**src/rtl/if_fetch_stage.sv**
```systemverilog
`default_nettype none
// ============================================================================
// Module   : if_fetch_stage
// Purpose  : Instruction fetch: PC register, credit-limited imem requests,
//            in-order response buffer and decode handshake with redirect flush.
//            Define IF_RSP_BYPASS_EN to present an undropped response arriving
//            at an empty buffer to decode in the same cycle.
// Revision : 1.0  initial release
// ============================================================================
module if_fetch_stage #(
    parameter logic [31:0] RESET_PC = 32'h0000_0000,
    parameter int unsigned DEPTH    = 2
) (
    input  logic        clk,
    input  logic        reset,
    output logic        imem_req_valid,
    input  logic        imem_req_ready,
    output logic [31:0] imem_addr,
    input  logic        imem_rsp_valid,
    input  logic [31:0] imem_rsp_data,
    output logic        instr_valid,
    input  logic        instr_ready,
    output logic [31:0] instr,
    output logic [31:0] instr_pc,
    output logic [31:0] instr_pcplus4,
    input  logic        redirect,
    input  logic [31:0] redirect_target
);
    localparam int unsigned   C_CW      = $clog2(DEPTH + 1);
    localparam int unsigned   C_PW      = $clog2(DEPTH);
    localparam logic [C_CW:0] C_DEPTH   = (C_CW + 1)'(DEPTH);
    localparam logic [31:0]   C_PC_MASK = 32'hFFFF_FFFC;

    logic [31:0]     pc_q, pc_d;
    logic [C_CW-1:0] out_q, out_d, drop_q, drop_d, count_q, count_d;
    logic [C_PW-1:0] rq_head_q, rq_head_d, rq_tail_q, rq_tail_d;
    logic [C_PW-1:0] head_q, head_d, tail_q, tail_d;

    logic [31:0] rq_pc_mem    [DEPTH];
    logic [31:0] buf_data_mem [DEPTH];
    logic [31:0] buf_pc_mem   [DEPTH];

    logic        req_fire, rsp_keep, bypass, push, pop, buf_pop, head_avail;
    logic [31:0] rsp_pc;

    function automatic logic [C_PW-1:0] ptr_inc(input logic [C_PW-1:0] p);
        if (p == C_PW'(DEPTH - 1)) return '0;
        return p + C_PW'(1);
    endfunction

    assign rsp_pc    = rq_pc_mem[rq_head_q];
    assign imem_addr = pc_q;
    assign rsp_keep  = !reset && !redirect && imem_rsp_valid && (drop_q == '0);

`ifdef IF_RSP_BYPASS_EN
    assign bypass = rsp_keep && (count_q == '0);
`else
    assign bypass = 1'b0;
`endif

    assign head_avail  = (count_q != '0) || bypass;
    assign instr_valid = !reset && !redirect && head_avail;
    assign pop         = instr_valid && instr_ready;
    assign buf_pop     = pop && (count_q != '0);
    assign push        = rsp_keep && !(bypass && instr_ready);

    // A head leaving the buffer this cycle frees its slot, letting zero-wait memory stream
    assign imem_req_valid = !reset && !redirect &&
                            (({1'b0, out_q} + {1'b0, count_q} - (C_CW + 1)'(buf_pop)) < C_DEPTH);
    assign req_fire = imem_req_valid && imem_req_ready;

    always_comb begin
        instr    = '0;
        instr_pc = '0;
        if (bypass) begin
            instr    = imem_rsp_data;
            instr_pc = rsp_pc;
        end else if (count_q != '0) begin
            instr    = buf_data_mem[head_q];
            instr_pc = buf_pc_mem[head_q];
        end
        instr_pcplus4 = head_avail ? (instr_pc + 32'd4) : '0;
    end

    always_comb begin
        pc_d      = pc_q;
        drop_d    = drop_q;
        count_d   = count_q;
        head_d    = head_q;
        tail_d    = tail_q;
        rq_head_d = rq_head_q;
        rq_tail_d = rq_tail_q;
        out_d     = out_q + C_CW'(req_fire) - C_CW'(imem_rsp_valid);
        if (req_fire) begin
            pc_d      = pc_q + 32'd4;
            rq_tail_d = ptr_inc(rq_tail_q);
        end
        // Dropped responses still retire their request-PC entry
        if (imem_rsp_valid) begin
            rq_head_d = ptr_inc(rq_head_q);
        end
        if (redirect) begin
            pc_d    = redirect_target & C_PC_MASK;
            drop_d  = out_d;
            count_d = '0;
            head_d  = '0;
            tail_d  = '0;
        end else begin
            if (imem_rsp_valid && (drop_q != '0)) begin
                drop_d = drop_q - C_CW'(1);
            end
            if (push) begin
                tail_d = ptr_inc(tail_q);
            end
            if (buf_pop) begin
                head_d = ptr_inc(head_q);
            end
            count_d = count_q + C_CW'(push) - C_CW'(buf_pop);
        end
    end

    always_ff @(posedge clk or posedge reset) begin
        if (reset) begin
            pc_q      <= RESET_PC & C_PC_MASK;
            out_q     <= '0;
            drop_q    <= '0;
            count_q   <= '0;
            head_q    <= '0;
            tail_q    <= '0;
            rq_head_q <= '0;
            rq_tail_q <= '0;
        end else begin
            pc_q      <= pc_d;
            out_q     <= out_d;
            drop_q    <= drop_d;
            count_q   <= count_d;
            head_q    <= head_d;
            tail_q    <= tail_d;
            rq_head_q <= rq_head_d;
            rq_tail_q <= rq_tail_d;
        end
    end

    always_ff @(posedge clk) begin
        if (req_fire) begin
            rq_pc_mem[rq_tail_q] <= pc_q;
        end
        if (push) begin
            buf_data_mem[tail_q] <= imem_rsp_data;
            buf_pc_mem[tail_q]   <= rsp_pc;
        end
    end
endmodule
`default_nettype wire
```
**config.mk**
```make
export PLATFORM = sky130hd
export DESIGN_NAME = if_fetch_stage
export DESIGN_NICKNAME = d
export VERILOG_FILES = /design/src/rtl/if_fetch_stage.sv
export SDC_FILE = /design/constraint.sdc
export NUM_CORES = 1
export LEC_CHECK = 0
export ABC_AREA = 1
export CAP_MARGIN = 30
export CORE_ASPECT_RATIO = 1.2
export CORE_MARGIN = 2
export CORE_UTILIZATION = 53
export CTS_CLUSTER_DIAMETER = 40
export CTS_CLUSTER_SIZE = 40
export DETAILED_ROUTE_END_ITERATION = 16
export GPL_TIMING_DRIVEN = 0
export PLACE_DENSITY = 0.81
export RECOVER_POWER = 100
export SYNTH_ARGS = -nofsm -noshare
export SYNTH_HDL_FRONTEND = slang
export SYNTH_SLANG_ARGS = --single-unit
export TNS_END_PERCENT = 20
```
**constraint.sdc**
```tcl
create_clock -name clk -period 6 [get_ports clk]
set_clock_uncertainty 0.2 [all_clocks]
set_input_delay 1.5 -clock clk [delete_from_list [all_inputs] [get_ports clk]]
set_output_delay 1.5 -clock clk [all_outputs]
set_load 0.01 [all_outputs]
```
==> results.sh, run 1 <==
export IMPL_outcome="finished, violations left"
export IMPL_violations="capacitance limit, slew limit"
export IMPL_grt_pass1_wl_um=40200
export IMPL_fp_dieArea_um2=21100
export IMPL_ys_ff_latch=224
export IMPL_power_density_nw_per_um2=312
export IMPL_multi_input_area_um2=3450
export IMPL_num_fill_cells=1378
export IMPL_seq_area_frac_synth=0.618
export IMPL_drive_gt1_frac=0.0769
export IMPL_dp_cells=1490
export IMPL_power_leakage_nw=5.66
export IMPL_placementRows=56
export IMPL_worst_path_max_fanout=10
export IMPL_dr_total_vias=7946
export IMPL_die_w_um=133
export IMPL_arrival_ns=3.91
export IMPL_dp_hpwl_um=18300
export IMPL_ctsHoldBuffers=0
export IMPL_drt_pass1_iterations=5
export IMPL_hold_class="flip-flop to flip-flop"
export IMPL_cts_sinks=224
export IMPL_place_congestion=0.872
export IMPL_synth_avg_cell_area_um2=10.3
export IMPL_clock_latency_ns=0.52
export IMPL_synth_cell_types=38
export IMPL_place_area_um2=12900
export IMPL_dieHeight_um=159
export IMPL_max_freq_mhz=178
export IMPL_htree_levels=1
export IMPL_grt_max_degree=33
export IMPL_r2r_end="rq_pc_mem[0][23]"
export IMPL_clk_pin_slew_ns=0.07
export IMPL_cts_root_buffer="clkbuf_16"
export IMPL_ios=200
export IMPL_synth_area_leaders="edfxtp_1 52%, nand2_1 12%, dfrtp_1 9.5%"
export IMPL_design_core_area_um2=19500
export IMPL_rr_worst_depth=13
export IMPL_ys_warn_count=0
export IMPL_fin_crit_ns=5.61
export IMPL_gr_total_overflow=0
export IMPL_drv_slew=122
export IMPL_synth_top_cell_by_area="edfxtp_1"
export IMPL_final_cell_area_um2=13700
export IMPL_dr_first_iter_drc_count=500
export IMPL_p_comb_frac=0.178
export IMPL_fin_cells=1536
export IMPL_grt_pass1_vias=7912
export IMPL_pwr_share_seq=0.457
export IMPL_p_total_mw=4.27
export IMPL_switching_share=0.274
export IMPL_critPathLaunchType="flip-flop"
export IMPL_r2r_slack_ns=1.23
export IMPL_wl_um=25600
export IMPL_endpoint_kind="primary output"
export IMPL_rsz0062_at_grt="false"
export IMPL_syn_inst=1028
export IMPL_p_int_mw=3.10
export IMPL_max_slew_worst_pin_slew_ns=1.85
export IMPL_wire_per_inst_um=16.7
export IMPL_cts_path_max_buffers=3
export IMPL_initial_core_util=0.540
export IMPL_worstHoldStart="tail_q"
export IMPL_setup_viol=0
export IMPL_via_per_inst=5.17
export IMPL_drc=0
export IMPL_num_nets_final=1335
export IMPL_fin_util=0.701
export IMPL_period_share=0.936
export IMPL_clkPwrFrac=0.365
export IMPL_maxSlewHeadroom=-0.235
export IMPL_io_buffers=190
export IMPL_drtAntennaViolNets=0
export IMPL_cts_made_buffers=24
export IMPL_seqCellArea_um2=6530
export IMPL_required_ns=4.30
export IMPL_netlist_area_um2=10600
export IMPL_hold_violations=0
export IMPL_netlist_area_leader_share=0.523
export IMPL_peakVddDrop_v=0.000264
export IMPL_critPathKind="flip-flop to primary output"
export IMPL_r2r_start="count_q[0]"
export IMPL_whs_path_depth=1
export IMPL_cap_violations=4
export IMPL_synthToLayoutAreaGrowth_pct=29.8
export IMPL_hold_end="tail_q"
export IMPL_antenna_found_initial=1
export IMPL_switchingPower_mw=1.17
export IMPL_cts_tree="yes"
export IMPL_grt_usage=0.241
power groups by stage:
stage / Sequential [mW] / Clock (mW) / Combinational [mW]
3_3_place_gp: 1.98 / 0 / 0.778
6_report: 1.95 / 1.56 / 0.761
4_1_cts: 1.95 / 1.58 / 0.834
5_1_grt: 1.97 / 1.64 / 0.837
2_1_floorplan: 1.96 / 0 / 0.458
3_5_place_dp: 1.98 / 0 / 0.819
cells by family after synthesis:
logic type	synth area share
simple gates	0.209
flops	0.618
buf+inv	0.0551
compound gates	0.0435
xor+xnor	0.0307
mux	0.0320
fa+ha+maj	0.0114
other cells	0.000355
critical path, stage by stage (launching register included):
cell	delay [ns]
dfrtp_1	0.38
nor2_1	0.22
inv_4	0.16
clkbuf_1	0.39
clkbuf_1	0.47
nand2_1	0.11
inv_1	0.08
ha_1	0.17
nand3_2	0.11
nor2_4	0.16
nand3_4	0.13
nor2_2	0.22
xor2_1	0.17
dlygate4sd3_1	0.63
per-stage QoR:
step / setup TNS, ns / worst slack (ns) / hold slack [ns]
2_1_floorplan: -20.80 / -0.115 / 0.284
3_3_place_gp: -394.36 / -2.34 / 0.300
3_5_place_dp: -7.13 / -0.552 / 0.345
4_1_cts: 0 / 0.0896 / 0.362
5_1_grt: 0 / 0.143 / 0.374
6_report: 0 / 0.385 / 0.327
layout make-up:
type,count,share of cell area
flip-flops and latches,224,0.476
multi-input cells,678,0.252
repair buffers,196,0.142
clock buffers,28,0.0472
inverters,92,0.0277
well taps,261,0.0238
clock inverters,16,0.0160
plain buffers,39,0.0151
repair inverters,1,0.000365
diodes,1,0.000183
per-layer routing:
metal,track usage,routed length [um]
met1,0.297,10100
met2,0.430,13300
met3,0.0299,1290
met4,0.108,893
met5,0,0
state kept, by name, indices dropped and copies added, names as in the netlist:
register      flops
buf_data_mem     64
buf_pc_mem       60
count_q           2
drop_q            2
head_q            1
imem_addr        30
out_q             2
rq_head_q         1
rq_pc_mem        60
rq_tail_q         1
tail_q            1
cells in the mapped netlist:
cell and count:
nand2_1 333, edfxtp_1 184, inv_1 82, nor2_1 68, nand3_1 67, dfrtp_1 40, a21oi_1 37, mux2_2 30
xor2_1 29, o21ai_0 20, buf_4 12, o211ai_1 12, nor3_1 11, clkbuf_1 9, buf_1 8, ha_1 8
inv_2 8, nand2_2 8, nor2_2 8, nor2_4 8, o21bai_1 8, xnor2_1 8, buf_2 6, buf_6 4
nand4_1 4, a21oi_2 2, nand3_2 2, nand3b_1 2, a31oi_1 1, and2_1 1, clkinv_4 1, conb_1 1
fa_1 1, inv_4 1, nand2_4 1, nand3_4 1, nor3_4 1, or2_2 1
what timing repair did:
action | 4_1_cts | 5_1_grt
gates resized for setup | 6 | 1
endpoints found under the hold margin | 0 | 0
buffers inserted | 0 | 0
pin swaps | 0 | 0
setup endpoints to repair | 1 | 1
gates cloned | 1 | 0
worst max-delay path by stage:
| stage | slack [ns] | start | endpoint | cells after the start |
|---|---|---|---|---|
| global placement | -2.34 | reset | buf_pc_mem[1][3] | 4 |
| CTS | 0.09 | reset | imem_req_valid | 13 |
| detailed placement | -0.55 | reset | imem_req_valid | 13 |
| finish | 0.39 | count_q[1] | instr_pcplus4[14] | 13 |
| global route | 0.14 | count_q[0] | instr_pcplus4[26] | 15 |
| floorplan | -0.12 | reset | buf_data_mem[0][0] | 3 |
cell usage in the layout (no fill, tap or decap), drive strengths merged, types with 12 or more instances in the layout:
cell type,instances
a21oi,39
buf,21
clkbuf,53
clkdlybuf4s50,47
dfrtp,40
dlygate4sd3,141
edfxtp,184
inv,94
mux2,30
nand2,342
nand3,70
nor2,84
nor3,12
o211ai,12
o21ai,20
xor2,29
(Power assumes the default switching activity.)
==> inputs of run 2 (changes only) <==
--- a/config.mk
+++ b/config.mk
@@ -13,6 +13,7 @@
 export CTS_CLUSTER_DIAMETER = 40
 export CTS_CLUSTER_SIZE = 40
 export DETAILED_ROUTE_END_ITERATION = 16
+export GPL_ROUTABILITY_DRIVEN = 0
 export GPL_TIMING_DRIVEN = 0
 export PLACE_DENSITY = 0.81
 export RECOVER_POWER = 100
==> run 2 against run 1 <==
  * The flow still finishes with violations (capacitance limit, slew limit)
  * Combinational power about the same
  * Setup slack worse by 0.0047 ns
  * Die area unchanged
  * Sequential share of layout area rose by 0.13 points
  * Power fell by 2.3%
  * Global-route usage shrank 1.4 points
  * Core utilization decreased by 0.19 points
  * Cell count decreased by 0.33%
  * Critical path depth rose by 1
  * Largest cell class unchanged
  * Largest power group unchanged
==> results.sh, run 2 (synthesis gave the netlist of run 1 again) <==
export IMPL_top_register="buf_data_mem"
export IMPL_pwr_share_seq=0.466
export IMPL_cts_root_buffer="clkbuf_16"
export IMPL_fin_ws_ns=0.381
export IMPL_gr_total_overflow=0
export IMPL_switching_share=0.294
export IMPL_cts_made_buffers=22
export IMPL_initial_core_util=0.540
export IMPL_cts_setup_buffers=0
export IMPL_drt_pass1_iterations=5
export IMPL_arrival_ns=3.92
export IMPL_htree_levels=1
export IMPL_antenna_found_initial=0
export IMPL_required_ns=4.30
export IMPL_holdWs_ns=0.329
export IMPL_die_w_um=133
export IMPL_clock_latency_ns=0.51
export IMPL_drc=0
export IMPL_drv_slew=120
export IMPL_worst_path_max_fanout=10
export IMPL_crit_chain="nor2_1 > inv_4 > clkbuf_1 > clkbuf_1 > nand2_1 > inv_1 > ha_1 > nand3_2 > nor2_4 > nand3_4 > nor2_4 > xor2_1 > inv_1 > dlygate4sd3_1"
export IMPL_clkPwrFrac=0.352
export IMPL_synthToLayoutAreaGrowth_pct=29.4
export IMPL_post_place_ws_ns=-0.574
export IMPL_max_freq_mhz=178
export IMPL_critPathLaunchType="flip-flop"
export IMPL_rsz0062_at_grt="false"
export IMPL_via_per_inst=5.18
export IMPL_hold_class="flip-flop to flip-flop"
export IMPL_dp_cells=1490
export IMPL_design_core_area_um2=19500
export IMPL_layout_commonest_cell="nand2_1"
export IMPL_violations="capacitance limit, slew limit"
export IMPL_grt_pass1_vias=7735
export IMPL_max_slew_worst_pin_slew_ns=1.67
export IMPL_maxSlewHeadroom=-0.113
export IMPL_grt_pass1_wl_um=38100
export IMPL_reg_top3="buf_data_mem x64, buf_pc_mem x60, rq_pc_mem x60"
export IMPL_p_total_mw=4.18
export IMPL_cts_sinks=224
export IMPL_dr_first_iter_drc_count=546
export IMPL_dr_total_vias=7933
export IMPL_period_share=0.937
export IMPL_crit_slowest_cell="nor2_1"
export IMPL_endpoint_kind="primary output"
export IMPL_cts_tree="yes"
export IMPL_fp_dieArea_um2=21100
export IMPL_placementRows=56
export IMPL_switchingPower_mw=1.23
export IMPL_fin_cells=1531
export IMPL_final_cell_area_um2=13700
export IMPL_wl_um=24200
export IMPL_io_buffers=190
export IMPL_wire_per_inst_um=15.8
export IMPL_grt_usage=0.228
export IMPL_dp_hpwl_um=17400
export IMPL_drive_gt1_frac=0.0740
export IMPL_largest_reg_flops=64
export IMPL_outcome="finished, violations left"
export IMPL_cap_violations=4
export IMPL_grt_max_degree=31
export IMPL_hold_violations=0
export IMPL_critPathKind="flip-flop to primary output"
export IMPL_setup_viol=0
export IMPL_num_antenna_cells=0
export IMPL_p_comb_frac=0.182
export IMPL_peakVddDrop_v=0.000251
export IMPL_place_area_um2=13000
export IMPL_cts_path_max_buffers=3
export IMPL_power_leakage_nw=5.65
export IMPL_num_nets_final=1333
export IMPL_crit_path_max_incr_delay_ns=0.79
export IMPL_p_int_mw=2.95
export IMPL_fin_crit_ns=5.62
export IMPL_drtAntennaViolNets=0
export IMPL_power_density_nw_per_um2=306
export IMPL_clk_pin_slew_ns=0.08
export IMPL_dieHeight_um=159
export IMPL_final_cell_mix="336 x nand2_1, 184 x edfxtp_1, 141 x dlygate4sd3_1"
export IMPL_ios=200
-- run 2: changes by cell type in the layout (fill, tap and decap cells not counted), sizes merged --
cell      change
clkinvlp      -2
clkinv        -2
clkbuf        -5
diode         -1
bufinv        -3
inv           +8
-- run 2: cell type report --
| class | count | area, um2 |
|---|---|---|
| timing repair buffer | 196 | 1960 |
| buffer | 39 | 206 |
| inverter | 92 | 379 |
| fill | 1397 | 5890 |
| clock inverter | 17 | 233 |
| timing repair inverter | 1 | 5.00 |
| sequential | 224 | 6530 |
| clock buffer | 23 | 576 |
| tap | 261 | 327 |
| multi-input combinational | 678 | 3450 |
-- run 2: through the flow --
step | TNS (ns) | util
after detailed placement | -4.81 | 0.663
final | 0 | 0.699
after global placement | -385.33 | 0.655
after CTS | 0 | 0.706
after global routing | 0 | 0.699
after floorplan | -20.80 | -
-- run 2: power groups by stage --
stage	clock, mW	combinational (mW)	sequential, mW
finish	1.47	0.759	1.95
global route	1.54	0.838	1.96
CTS	1.49	0.833	1.95
detailed placement	0	0.819	1.98
global placement	0	0.776	1.98
floorplan	0	0.458	1.96
-- run 2: worst max-delay path: cells and delay by family (launching register included) --
kind          cells  cell delay [ns]
buf+inv           6             1.43
simple gates      6             1.25
flops             1             0.40
fa+ha+maj         1             0.20
xor+xnor          1             0.14
-- run 2: what timing repair did --
item,4_1_cts,5_1_grt
resized for setup,6,1
hold buffers,0,0
pin swaps,0,0
cloned,1,0
endpoints found under the setup margin,1,1
-- run 2: final timing paths --
path	startpoint	end	slack (ns)	depth (start not counted)
max in group asynchronous	reset	imem_addr[28]	3.95	2
hold / removal	tail_q	tail_q	0.33	1
hold reg to reg	tail_q	tail_q	0.33	1
setup reg to reg	count_q[0]	rq_pc_mem[1][19]	1.24	13
min in group asynchronous	reset	rq_tail_q	1.03	2
setup / recovery	count_q[0]	instr_pcplus4[12]	0.38	14
-- run 2: metal layers --
layer  up-vias  wire (um)  GRT usage
met2       326      12300      0.409
met5         -          0          0
met4         0        826     0.0937
li1       3858          -          -
met3        54       1490     0.0271
met1      3695       9570      0.281
==> inputs of run 3 (changes only) <==
--- a/config.mk
+++ b/config.mk
@@ -5,17 +5,17 @@
 export SDC_FILE = /design/constraint.sdc
 export NUM_CORES = 1
 export LEC_CHECK = 0
-export ABC_AREA = 1
 export CAP_MARGIN = 30
 export CORE_ASPECT_RATIO = 1.2
 export CORE_MARGIN = 2
-export CORE_UTILIZATION = 53
+export CORE_UTILIZATION = 52
+export CTS_BUF_LIST = sky130_fd_sc_hd__clkbuf_16
 export CTS_CLUSTER_DIAMETER = 40
 export CTS_CLUSTER_SIZE = 40
 export DETAILED_ROUTE_END_ITERATION = 16
 export GPL_ROUTABILITY_DRIVEN = 0
 export GPL_TIMING_DRIVEN = 0
-export PLACE_DENSITY = 0.81
+export PLACE_DENSITY = 0.8
 export RECOVER_POWER = 100
 export SYNTH_ARGS = -nofsm -noshare
 export SYNTH_HDL_FRONTEND = slang
==> run 3 against run 2 <==
  * Wire length fell by 2.5%
  * Final area fell by 3.1%
  * Clock-buffer cell count did not move
  * Fmax fell by 4.4%
  * The run still ends with capacitance limit, slew limit left
  * Critical endpoint is now imem_req_valid
  * Area after synthesis fell by 4.2%
  * Hold slack improved by 0.0082 ns
  * Via count fell by 14%
==> results.sh, run 3 <==
export IMPL_ys_warn_count=0
export IMPL_crit_chain="clkdlybuf4s50_1 > clkbuf_2 > nor3_4 > nand2_2 > nor2_2 > o21ai_0 > fa_1 > xor2_1 > and3_1 > clkdlybuf4s50_1"
export IMPL_die_w_um=131
export IMPL_num_fill_cells=1320
export IMPL_netlist_area_um2=10100
export IMPL_violations="capacitance limit, slew limit"
export IMPL_clock_latency_ns=0.51
export IMPL_critPathKind="primary input to primary output"
export IMPL_setup_viol=0
export IMPL_rsz0062_at_grt="true"
export IMPL_antenna_found_initial=1
export IMPL_cts_tree="yes"
export IMPL_required_ns=4.30
export IMPL_synth_most_common_cell="edfxtp_1"
export IMPL_synth_top_cell_by_area="edfxtp_1"
export IMPL_gr_total_overflow=0
export IMPL_grt_usage=0.229
export IMPL_final_cell_area_um2=13200
export IMPL_initial_core_util=0.533
export IMPL_wl_met1_um=9370
export IMPL_final_cell_mix="184 x edfxtp_1, 124 x clkdlybuf4s50_1, 85 x nor2_1"
export IMPL_ys_ff_latch=224
export IMPL_drc=0
export IMPL_fin_ws_ns=0.119
export IMPL_syn_inst=742
export IMPL_max_slew_worst_pin_slew_ns=1.72
export IMPL_cap_violations=3
export IMPL_endpoint_kind="primary output"
export IMPL_power_leakage_nw=4.68
export IMPL_layout_commonest_cell="edfxtp_1"
export IMPL_cts_sinks=224
export IMPL_hold_class="flip-flop to flip-flop"
export IMPL_cts_made_buffers=22
export IMPL_ys_top_cells_by_count="184 x edfxtp_1, 87 x nor2_1, 64 x mux2i_1"
export IMPL_drt_pass1_iterations=4
export IMPL_drv_slew=103
export IMPL_dp_hpwl_um=16800
export IMPL_route_met3_wl_um=1500
export IMPL_reg_top3="buf_data_mem x64, buf_pc_mem x60, rq_pc_mem x60"
export IMPL_clk_pin_slew_ns=0.07
export IMPL_highest_layer="met4"
export IMPL_ios=200
export IMPL_via_per_inst=5.53
export IMPL_drtAntennaViolNets=0
export IMPL_wl_um=23600
export IMPL_grt_pass1_wl_um=37100
export IMPL_critPathLaunchType="primary input"
export IMPL_htree_levels=1
export IMPL_synth_avg_cell_area_um2=13.6
export IMPL_cts_path_max_buffers=3
export IMPL_worst_path_max_fanout=10
export IMPL_dr_first_iter_drc_count=400
export IMPL_wire_per_inst_um=19.0
export IMPL_peakVddDrop_v=0.000182
export IMPL_synth_area_leaders="edfxtp_1 55%, dfrtp_1 9.9%, mux2i_1 6.3%"
export IMPL_top_register="buf_data_mem"
export IMPL_fp_dieArea_um2=20600
export IMPL_outcome="finished, violations left"
export IMPL_synthToLayoutAreaGrowth_pct=30.9
export IMPL_design_core_area_um2=19000
export IMPL_max_freq_mhz=170
export IMPL_fin_util=0.697
export IMPL_crit_path_max_incr_delay_ns=0.55
export IMPL_dr_total_vias=6862
export IMPL_grt_pass1_vias=6925
export IMPL_netlist_area_leader_share=0.546
export IMPL_crit_slowest_cell="clkdlybuf4s50_1"
export IMPL_num_nets_final=1047
export IMPL_synth_cell_types=59
export IMPL_synth_main_ff_cell="edfxtp_1"
export IMPL_seq_area_frac_synth=0.645
export IMPL_post_place_ws_ns=-0.405
export IMPL_arrival_ns=4.18
export IMPL_dieHeight_um=157
export IMPL_cp_common_cell="clkdlybuf4s50_1"
export IMPL_largest_reg_flops=64
export IMPL_wl_met2_um=12000
export IMPL_async_reset_ff_frac=0.179
export IMPL_drive_gt1_frac=0.118
export IMPL_cts_root_buffer="clkbuf_16"
export IMPL_power_density_nw_per_um2=308
export IMPL_p_total_mw=4.07
export IMPL_crit_buf_inv=3
export IMPL_place_area_um2=12500
export IMPL_maxSlewHeadroom=-0.146
export IMPL_io_buffers=191
export IMPL_period_share=0.980
export IMPL_fin_crit_ns=5.88
export IMPL_placementRows=55
export IMPL_cp_top_family="buffers and inverters"
export IMPL_grt_max_degree=41
export IMPL_hold_violations=0
export IMPL_synth_edf_count=184
-- run 3: final timing paths --
check	slack (ns)	to	cells past startpoint	startpoint
worst min-delay path	0.34	out_q[0]	1	out_q[0]
worst max-delay path	0.12	imem_req_valid	10	redirect
worst max register to register	0.76	drop_q[1]	21	count_q[1]
max in group asynchronous	2.71	count_q[0]	2	reset
worst min register to register	0.34	out_q[0]	1	out_q[0]
min in group asynchronous	1.83	rq_head_q	2	reset
-- run 3: stage by stage --
step	setup TNS, ns	hold WS, ns	instances
after floorplan	0	0.260	747
after global placement	-189.98	0.275	1194
after detailed placement	-8.35	0.327	1199
after CTS	0	0.341	1238
after global routing	-0.0758	0.362	1240
final	0	0.337	1241
-- run 3: what timing repair did --
action	CTS	global route
hold endpoints to repair	0	0
setup buffers	0	2
setup endpoints to repair	10	10
hold buffers	0	0
pin swaps	1	0
cloned	0	0
resized for setup	5	6
-- run 3: report_power, final --
| group | switching [mW] | total (mW) | internal (mW) |
|---|---|---|---|
| combinational | 0.385 | 0.716 | 0.331 |
| clock | 0.647 | 1.44 | 0.790 |
| sequential | 0.0901 | 1.92 | 1.83 |
| total | 1.12 | 4.07 | 2.95 |
-- run 3: worst reg2reg max path, cell delays in order (launching register included) --
cell and delay (ns):
dfrtp_2 0.45, nor2_4 0.39, buf_4 0.28, buf_2 0.33, nor3_4 0.08, nand2_2 0.13, and2_1 0.14, o21ai_0 0.09
fa_1 0.38, xor2_1 0.18, and4_1 0.19, clkbuf_1 0.15, inv_1 0.09, clkbuf_1 0.44, buf_1 0.59, ha_1 0.35
inv_1 0.05, ha_1 0.14, xnor2_1 0.13, xnor2_1 0.19, nand2_1 0.09, o21ai_0 0.09
-- run 3: final cells by class --
class / instances / area (um2) / area share
inverters: 16 / 60.1 / 0.00453
diodes: 1 / 2.50 / 0.000189
plain buffers: 43 / 269 / 0.0203
multi-input cells: 463 / 3320 / 0.250
clock buffers: 23 / 576 / 0.0435
well taps: 256 / 320 / 0.0242
clock inverters: 17 / 211 / 0.0160
repair buffers: 198 / 1960 / 0.148
flip-flops and latches: 224 / 6530 / 0.493
-- run 3: metal layers --
metal,vias up,global-route usage
li1,3212,-
met4,0,0.0880
met5,-,0
met1,3277,0.286
met3,55,0.0285
met2,318,0.413
-- run 3: kinds of logic after synthesis --
kind of cell,synth area share
adder cells (fa/ha/maj),0.0119
XOR/XNOR,0.0329
buffers and inverters,0.0326
multiplexers,0.101
AND/OR/NAND/NOR,0.122
flip-flops,0.645
AO/OA/AOI/OAI,0.0536
other,0.000371
